File: src/rtl/cal_avg_pkg.sv
// Shared constants for the calibration-average packetizer: header magic,
// FSM encoding and default parameters.
package cal_avg_pkg;

   localparam logic [15:0] HDR_MAGIC = 16'hCA1B;

   localparam int DEF_WIDTH     = 32;
   localparam int DEF_PKT_LEN   = 64;
   localparam int DEF_RD_LAT    = 2;
   localparam int DEF_BUF_DEPTH = 4;

   typedef enum logic [1:0] {
      ST_IDLE    = 2'd0,
      ST_HEADER  = 2'd1,
      ST_PAYLOAD = 2'd2,
      ST_TAIL    = 2'd3
   } state_t;

   function automatic logic [31:0] hdr_word(input logic [15:0] seq);
      return {HDR_MAGIC, seq};
   endfunction

endpackage

File: src/rtl/cal_avg_skid_fifo.sv
// Small in-order output buffer holding FIFO words between return and transfer;
// head is presented from registers so it stays stable while stalled.
module cal_avg_skid_fifo
   import cal_avg_pkg::*;
#(
   parameter int WIDTH = DEF_WIDTH,
   parameter int DEPTH = DEF_BUF_DEPTH,
   localparam int AW   = (DEPTH > 1) ? $clog2(DEPTH) : 1,
   localparam int OW   = $clog2(DEPTH + 1)
) (
   input  logic             gclk,
   input  logic             grst_n,
   input  logic             push,
   input  logic [WIDTH-1:0] push_data,
   input  logic             pop,
   output logic [WIDTH-1:0] head,
   output logic             empty,
   output logic             full,
   output logic [OW-1:0]    occ
);

   logic [DEPTH-1:0][WIDTH-1:0] mem;
   logic [AW-1:0]               wr_ptr, rd_ptr;
   logic                        do_push, do_pop;

   assign empty   = (occ == '0);
   assign full    = (occ == OW'(DEPTH));
   assign do_push = push && !full;
   assign do_pop  = pop && !empty;
   assign head    = mem[rd_ptr];

   always_ff @(posedge gclk) begin
      if (do_push) mem[wr_ptr] <= push_data;
   end

   always_ff @(posedge gclk or negedge grst_n) begin
      if (!grst_n) begin
         wr_ptr <= '0;
         rd_ptr <= '0;
         occ    <= '0;
      end else begin
         if (do_push) wr_ptr <= (wr_ptr == AW'(DEPTH - 1)) ? '0 : wr_ptr + 1'b1;
         if (do_pop)  rd_ptr <= (rd_ptr == AW'(DEPTH - 1)) ? '0 : rd_ptr + 1'b1;
         occ <= occ + OW'(do_push) - OW'(do_pop);
      end
   end

endmodule

File: src/rtl/cal_avg_packetizer.sv
// Packetizes PKT_LEN averaged words from a fixed-latency FIFO into
// header / payload / checksum-tail frames on a valid/ready stream.
module cal_avg_packetizer
   import cal_avg_pkg::*;
#(
   parameter int WIDTH     = DEF_WIDTH,
   parameter int PKT_LEN   = DEF_PKT_LEN,
   parameter int RD_LAT    = DEF_RD_LAT,
   parameter int BUF_DEPTH = DEF_BUF_DEPTH
) (
   input  logic             CLOCK,
   input  logic             RESET_N,
   input  logic             ENABLE,
   input  logic [7:0]       FIFO_WORDS,
   output logic             FIFO_RE,
   input  logic [WIDTH-1:0] FIFO_RDATA,
   output logic [WIDTH-1:0] M_DATA,
   output logic             M_VALID,
   input  logic             M_READY,
   output logic             M_SOP,
   output logic             M_EOP,
   output logic             BUSY,
   output logic [15:0]      SEQ
);

   localparam int OCC_W = $clog2(BUF_DEPTH + 1);
   localparam int IFL_W = $clog2(RD_LAT + 1) + 1;

   state_t            state;
   logic [15:0]       seq_q;
   logic [WIDTH-1:0]  csum;
   logic [7:0]        issued, sent;
   logic [RD_LAT-1:0] rd_pipe;
   logic [IFL_W-1:0]  in_flight;
   logic [OCC_W-1:0]  occ;
   logic [WIDTH-1:0]  head;
   logic              buf_empty, buf_full;
   logic              rd_valid, fifo_re_c, xfer, pop;

   assign rd_valid = rd_pipe[RD_LAT-1];
   assign xfer     = M_VALID && M_READY;
   assign pop      = xfer && (state == ST_PAYLOAD);

   // Credit check counts words already requested, so the buffer can never overflow.
   assign fifo_re_c = ((state == ST_HEADER) || (state == ST_PAYLOAD)) &&
                      (issued < 8'(PKT_LEN)) &&
                      ((32'(occ) + 32'(in_flight)) < 32'(BUF_DEPTH));

   assign FIFO_RE = fifo_re_c;
   assign BUSY    = (state != ST_IDLE);
   assign SEQ     = seq_q;

   cal_avg_skid_fifo #(.WIDTH(WIDTH), .DEPTH(BUF_DEPTH)) u_buf (
      .gclk      (CLOCK),
      .grst_n    (RESET_N),
      .push      (rd_valid),
      .push_data (FIFO_RDATA),
      .pop       (pop),
      .head      (head),
      .empty     (buf_empty),
      .full      (buf_full),
      .occ       (occ)
   );

   always_comb begin
      M_DATA  = '0;
      M_VALID = 1'b0;
      M_SOP   = 1'b0;
      M_EOP   = 1'b0;
      case (state)
         ST_HEADER: begin
            M_DATA  = WIDTH'(hdr_word(seq_q));
            M_VALID = 1'b1;
            M_SOP   = 1'b1;
         end
         ST_PAYLOAD: begin
            M_DATA  = head;
            M_VALID = !buf_empty;
         end
         ST_TAIL: begin
            M_DATA  = csum;
            M_VALID = 1'b1;
            M_EOP   = 1'b1;
         end
         default: ;
      endcase
   end

   // Read-return tracking; cleared on reset so abandoned reads are ignored.
   always_ff @(posedge CLOCK or negedge RESET_N) begin
      if (!RESET_N) begin
         rd_pipe   <= '0;
         in_flight <= '0;
      end else begin
         rd_pipe[0] <= fifo_re_c;
         for (int i = 1; i < RD_LAT; i++) rd_pipe[i] <= rd_pipe[i-1];
         in_flight <= in_flight + IFL_W'(fifo_re_c) - IFL_W'(rd_valid);
      end
   end

   always_ff @(posedge CLOCK or negedge RESET_N) begin
      if (!RESET_N) begin
         state  <= ST_IDLE;
         seq_q  <= '0;
         csum   <= '0;
         issued <= '0;
         sent   <= '0;
      end else begin
         if (fifo_re_c) issued <= issued + 8'd1;
         case (state)
            ST_IDLE: begin
               issued <= '0;
               sent   <= '0;
               csum   <= '0;
               if (ENABLE && (FIFO_WORDS >= 8'(PKT_LEN))) state <= ST_HEADER;
            end
            ST_HEADER: begin
               if (xfer) state <= ST_PAYLOAD;
            end
            ST_PAYLOAD: begin
               if (pop) begin
                  csum <= csum + head;
                  sent <= sent + 8'd1;
                  if (sent == 8'(PKT_LEN - 1)) state <= ST_TAIL;
               end
            end
            ST_TAIL: begin
               if (xfer) begin
                  seq_q <= seq_q + 16'd1;
                  state <= ST_IDLE;
               end
            end
            default: state <= ST_IDLE;
         endcase
      end
   end

endmodule

File: config.mk
export PLATFORM = sky130hd
export DESIGN_NAME = cal_avg_packetizer
export DESIGN_NICKNAME = d
export VERILOG_FILES = /design/src/rtl/cal_avg_pkg.sv /design/src/rtl/cal_avg_skid_fifo.sv /design/src/rtl/cal_avg_packetizer.sv
export SDC_FILE = /design/constraint.sdc
export NUM_CORES = 1
export LEC_CHECK = 0
export BUFFER_PORTS_ARGS = -buffer_cell sky130_fd_sc_hd__buf_4
export CAP_MARGIN = 30
export CORE_AREA = 2 2 168 129
export DETAILED_ROUTE_END_ITERATION = 12
export DIE_AREA = 0 0 170 131
export GPL_TIMING_DRIVEN = 0
export PLACE_DENSITY = 0.76
export REMOVE_ABC_BUFFERS = 1
export SLEW_MARGIN = 20
export SYNTH_ARGS = -nofsm -noshare
export SYNTH_HDL_FRONTEND = slang
export SYNTH_SLANG_ARGS = --single-unit
File: constraint.sdc
create_clock -name CLOCK -period 5.6 [get_ports CLOCK]
set_input_delay 0.28 -clock CLOCK [delete_from_list [all_inputs] [get_ports CLOCK]]
set_output_delay 0.28 -clock CLOCK [all_outputs]
set_load 0.01 [all_outputs]
==> qor.csv <==
metric,value,unit
outcome,finished clean,
gr usage total,20.9,%
Fmax,250,MHz
Core Region,20700,um2
initial core utilization,48.9,%
initial DRC count,608,
Netlist cell types,65,
"top cells by area, synth","edfxtp_1 (38%), dfrtp_1 (19%), mux4_2 (7.1%)",
gp weighted congestion,0.874,
Yosys top cell by area,edfxtp_1,
Avg Inst Size Synth,12.9,um2
setup_tns,0,ns
critical path's slowest cell,dfrtp_4,
clock sink total,206,
crit share post-route,71.5,%
Comb power frac,44.5,%
Max VDD drop,0.295,mV
antenna-violating nets left,0,
routed wire length per instance,18.8,um
Routed WL,22300,um
Post-synth EDFFs,128,
layout cell share with drive strength beyond 1,20.7,%
max-cap violations,0,
Clock power frac,22.4,%
Reg2Reg Depth,13,
placed cell area,11200,um2
CP most frequent cell,o21ai_0,
Worst Setup SP,u_buf.rd_ptr[0],
total number of vias,6714,
Worst EP required,6.01,ns
sequential element share of the synthesized area,57.2,%
Internal,0.00398,W
vias per cell,5.67,
DR pass1 iterations,7,
CTS tree,done,
pin count of the biggest net entering global routing,46,
grt ovf,0,
register bit count reported by yosys,206,
synthesized area,10100,um2
PortBufs,90,
Die Span Y,131,um
Worst Max-Slew Pin Slew,0.899,ns
hold slack,0.302,ns
ys async rst share,37.9,%
Max stage delay on crit path,0.90,ns
worst-skew pair later-pin latency,0.51,ns
sequential power share,33.2,%
first-pass GRT wire length,36000,um
initial antenna violation count,0,
Setup Skew,0.0106,ns
fin area,12300,um2
Setup Buffers After CTS,0,
vias in the first global route,6660,
CP Max Fanout,35,
cts bufs inserted,22,
NetSw,0.00244,W
reg2reg start,u_buf.rd_ptr[0],
Std-Cell Rows,46,
clock-pin slew of the registers on the worst-case setup and hold paths,0.06,ns
P&R area growth vs syn,20.9,%
CTS H-tree depth,1,
Pins Over Slew Limit,0,
crit path DAT,4.41,ns
HPWL after DPL,14900,um
WS Path Type,reg -> reg,
CTS root buf,clkbuf_16,
Synth Instances,785,
Max transition margin,40.0,%
switching fraction of total power,38.0,%
most frequent cells after synthesis,"edfxtp_1 (128), dfrtp_1 (78), nand2_1 (76)",
die width,170,um
PnR Total Power,0.00641,W
CTS max path bufs,3,
power density over cell area,523,nW/um2
RSZ-0062 raised after global routing,false,
CP cell instances,mux4_2 > ha_1 > inv_1 > fa_1 > nor2b_1 > o21a_1 > o21ai_2 > a211oi_1 > a21o_2 > a221oi_4 > o21ai_0 > xnor2_1 > o21ai_0,
final hold vios,0,
Remaining DRCs,0,
# setup viols final,0,
die area,22300,um2
crit path capture type,register,
crit start category,register,
Yosys warnings,0,
Pleak,4.98,nW
post-synth top area share,37.9,%
Final min period,4.00,ns
Most used DFF post-synth,edfxtp_1,
ant diodes,0,
# resized after CTS,0,
Top Ports,97,
Worst Hold Class,in -> async,
most frequent cell after synthesis,edfxtp_1,
# nets final,1000,
## power groups by stage
| stage | sequential [W] | clock (W) | combinational [W] |
|---|---|---|---|
| floorplan | 0.00209 | 0 | 0.00191 |
| global placement | 0.00217 | 0 | 0.00261 |
| detailed placement | 0.00215 | 0 | 0.00281 |
| CTS | 0.00213 | 0.00146 | 0.00285 |
| global route | 0.00217 | 0.00152 | 0.00315 |
| finish | 0.00213 | 0.00143 | 0.00285 |
## stage by stage
stage	utilization, %	setup WS [ns]	cells
final	59.1	1.60	1184
after global routing	59.1	1.28	1184
after CTS	59.1	1.61	1183
after detailed placement	54.1	1.61	1111
after global placement	52.8	0.525	1101
after floorplan	-	1.35	747
## worst paths after layout
| kind | endpoint | slack, ns |
|---|---|---|
| max in group asynchronous | u_buf.rd_ptr[0] | 4.66 |
| hold / removal | SEQ[9] | 0.30 |
| setup / recovery | csum[24] | 1.60 |
| setup reg to reg | csum[24] | 1.60 |
| hold reg to reg | rd_pipe[1] | 0.35 |
| min in group CLOCK | rd_pipe[1] | 0.35 |
## layout by cell type (no fill, tap or decap), types with 5 or more instances in the layout
| master | synthesis | layout |
|---|---|---|
| a21o_1 | 18 | 18 |
| a21oi_1 | 29 | 29 |
| a222oi_1 | 16 | 16 |
| a22o_1 | 11 | 11 |
| a22oi_1 | 8 | 8 |
| a31oi_1 | 14 | 14 |
| and3_1 | 5 | 5 |
| buf_16 | 0 | 8 |
| buf_4 | 3 | 90 |
| clkbuf_16 | 0 | 23 |
| clkinv_1 | 0 | 6 |
| dfrtp_1 | 78 | 76 |
| dlygate4sd3_1 | 0 | 33 |
| edfxtp_1 | 128 | 128 |
| ha_1 | 49 | 46 |
| inv_1 | 24 | 24 |
| mux2_2 | 5 | 5 |
| mux4_2 | 32 | 32 |
| nand2_1 | 76 | 76 |
| nand3_1 | 17 | 17 |
| nand4_1 | 8 | 8 |
| nor2_1 | 65 | 65 |
| nor3_1 | 8 | 8 |
| o21ai_0 | 39 | 39 |
| o21ai_1 | 5 | 5 |
| xnor2_1 | 27 | 27 |
| xor2_1 | 26 | 26 |
## critical path: cells and delay by family, from the launching register on
kind	cells	cell delay, ns
compound gates	7	1.66
flops	1	0.90
fa+ha+maj	2	0.44
buf+inv	1	0.08
xor+xnor	1	0.16
mux	1	0.61
simple gates	1	0.06
## what timing repair did
action / CTS / global route
hold buffers: 32 / 1
endpoints found under the hold margin: 156 / 1
endpoints found under the setup margin: 0 / 0
## registers in the layout (all words and copies together) (netlist names)
signal / flops
rd_pipe: 2
sent: 8
u_buf.rd_ptr: 2
csum: 32
u_buf.wr_ptr: 2
state: 2
issued: 8
u_buf.mem: 128
SEQ: 16
u_buf.occ: 3
in_flight: 3
## routing by layer
layer | global-route usage, % | vias up | routed length, um
li1 | - | 3195 | -
met1 | 29.8 | 3277 | 10300
met2 | 34.4 | 219 | 10300
met3 | 3.46 | 23 | 1290
met4 | 4.52 | 0 | 305
met5 | 0 | - | 0
## final cells by class
cell class	count	area (um2)
clock buffers	27	601
inverters	24	90.1
multi-input cells	517	4060
repair buffers	133	1260
fillers	1636	8470
flip-flops and latches	206	5800
clock inverters	13	110
well taps	264	330
## cell families after synthesis
kind of cell / Yosys count / share of synthesized area (%)
compound gates: 172 / 12.0
simple gates: 200 / 8.79
flops: 206 / 57.2
xor+xnor: 53 / 4.58
fa+ha+maj: 52 / 6.64
mux: 40 / 7.96
buf+inv: 62 / 2.90
(Power assumes the default switching activity.)
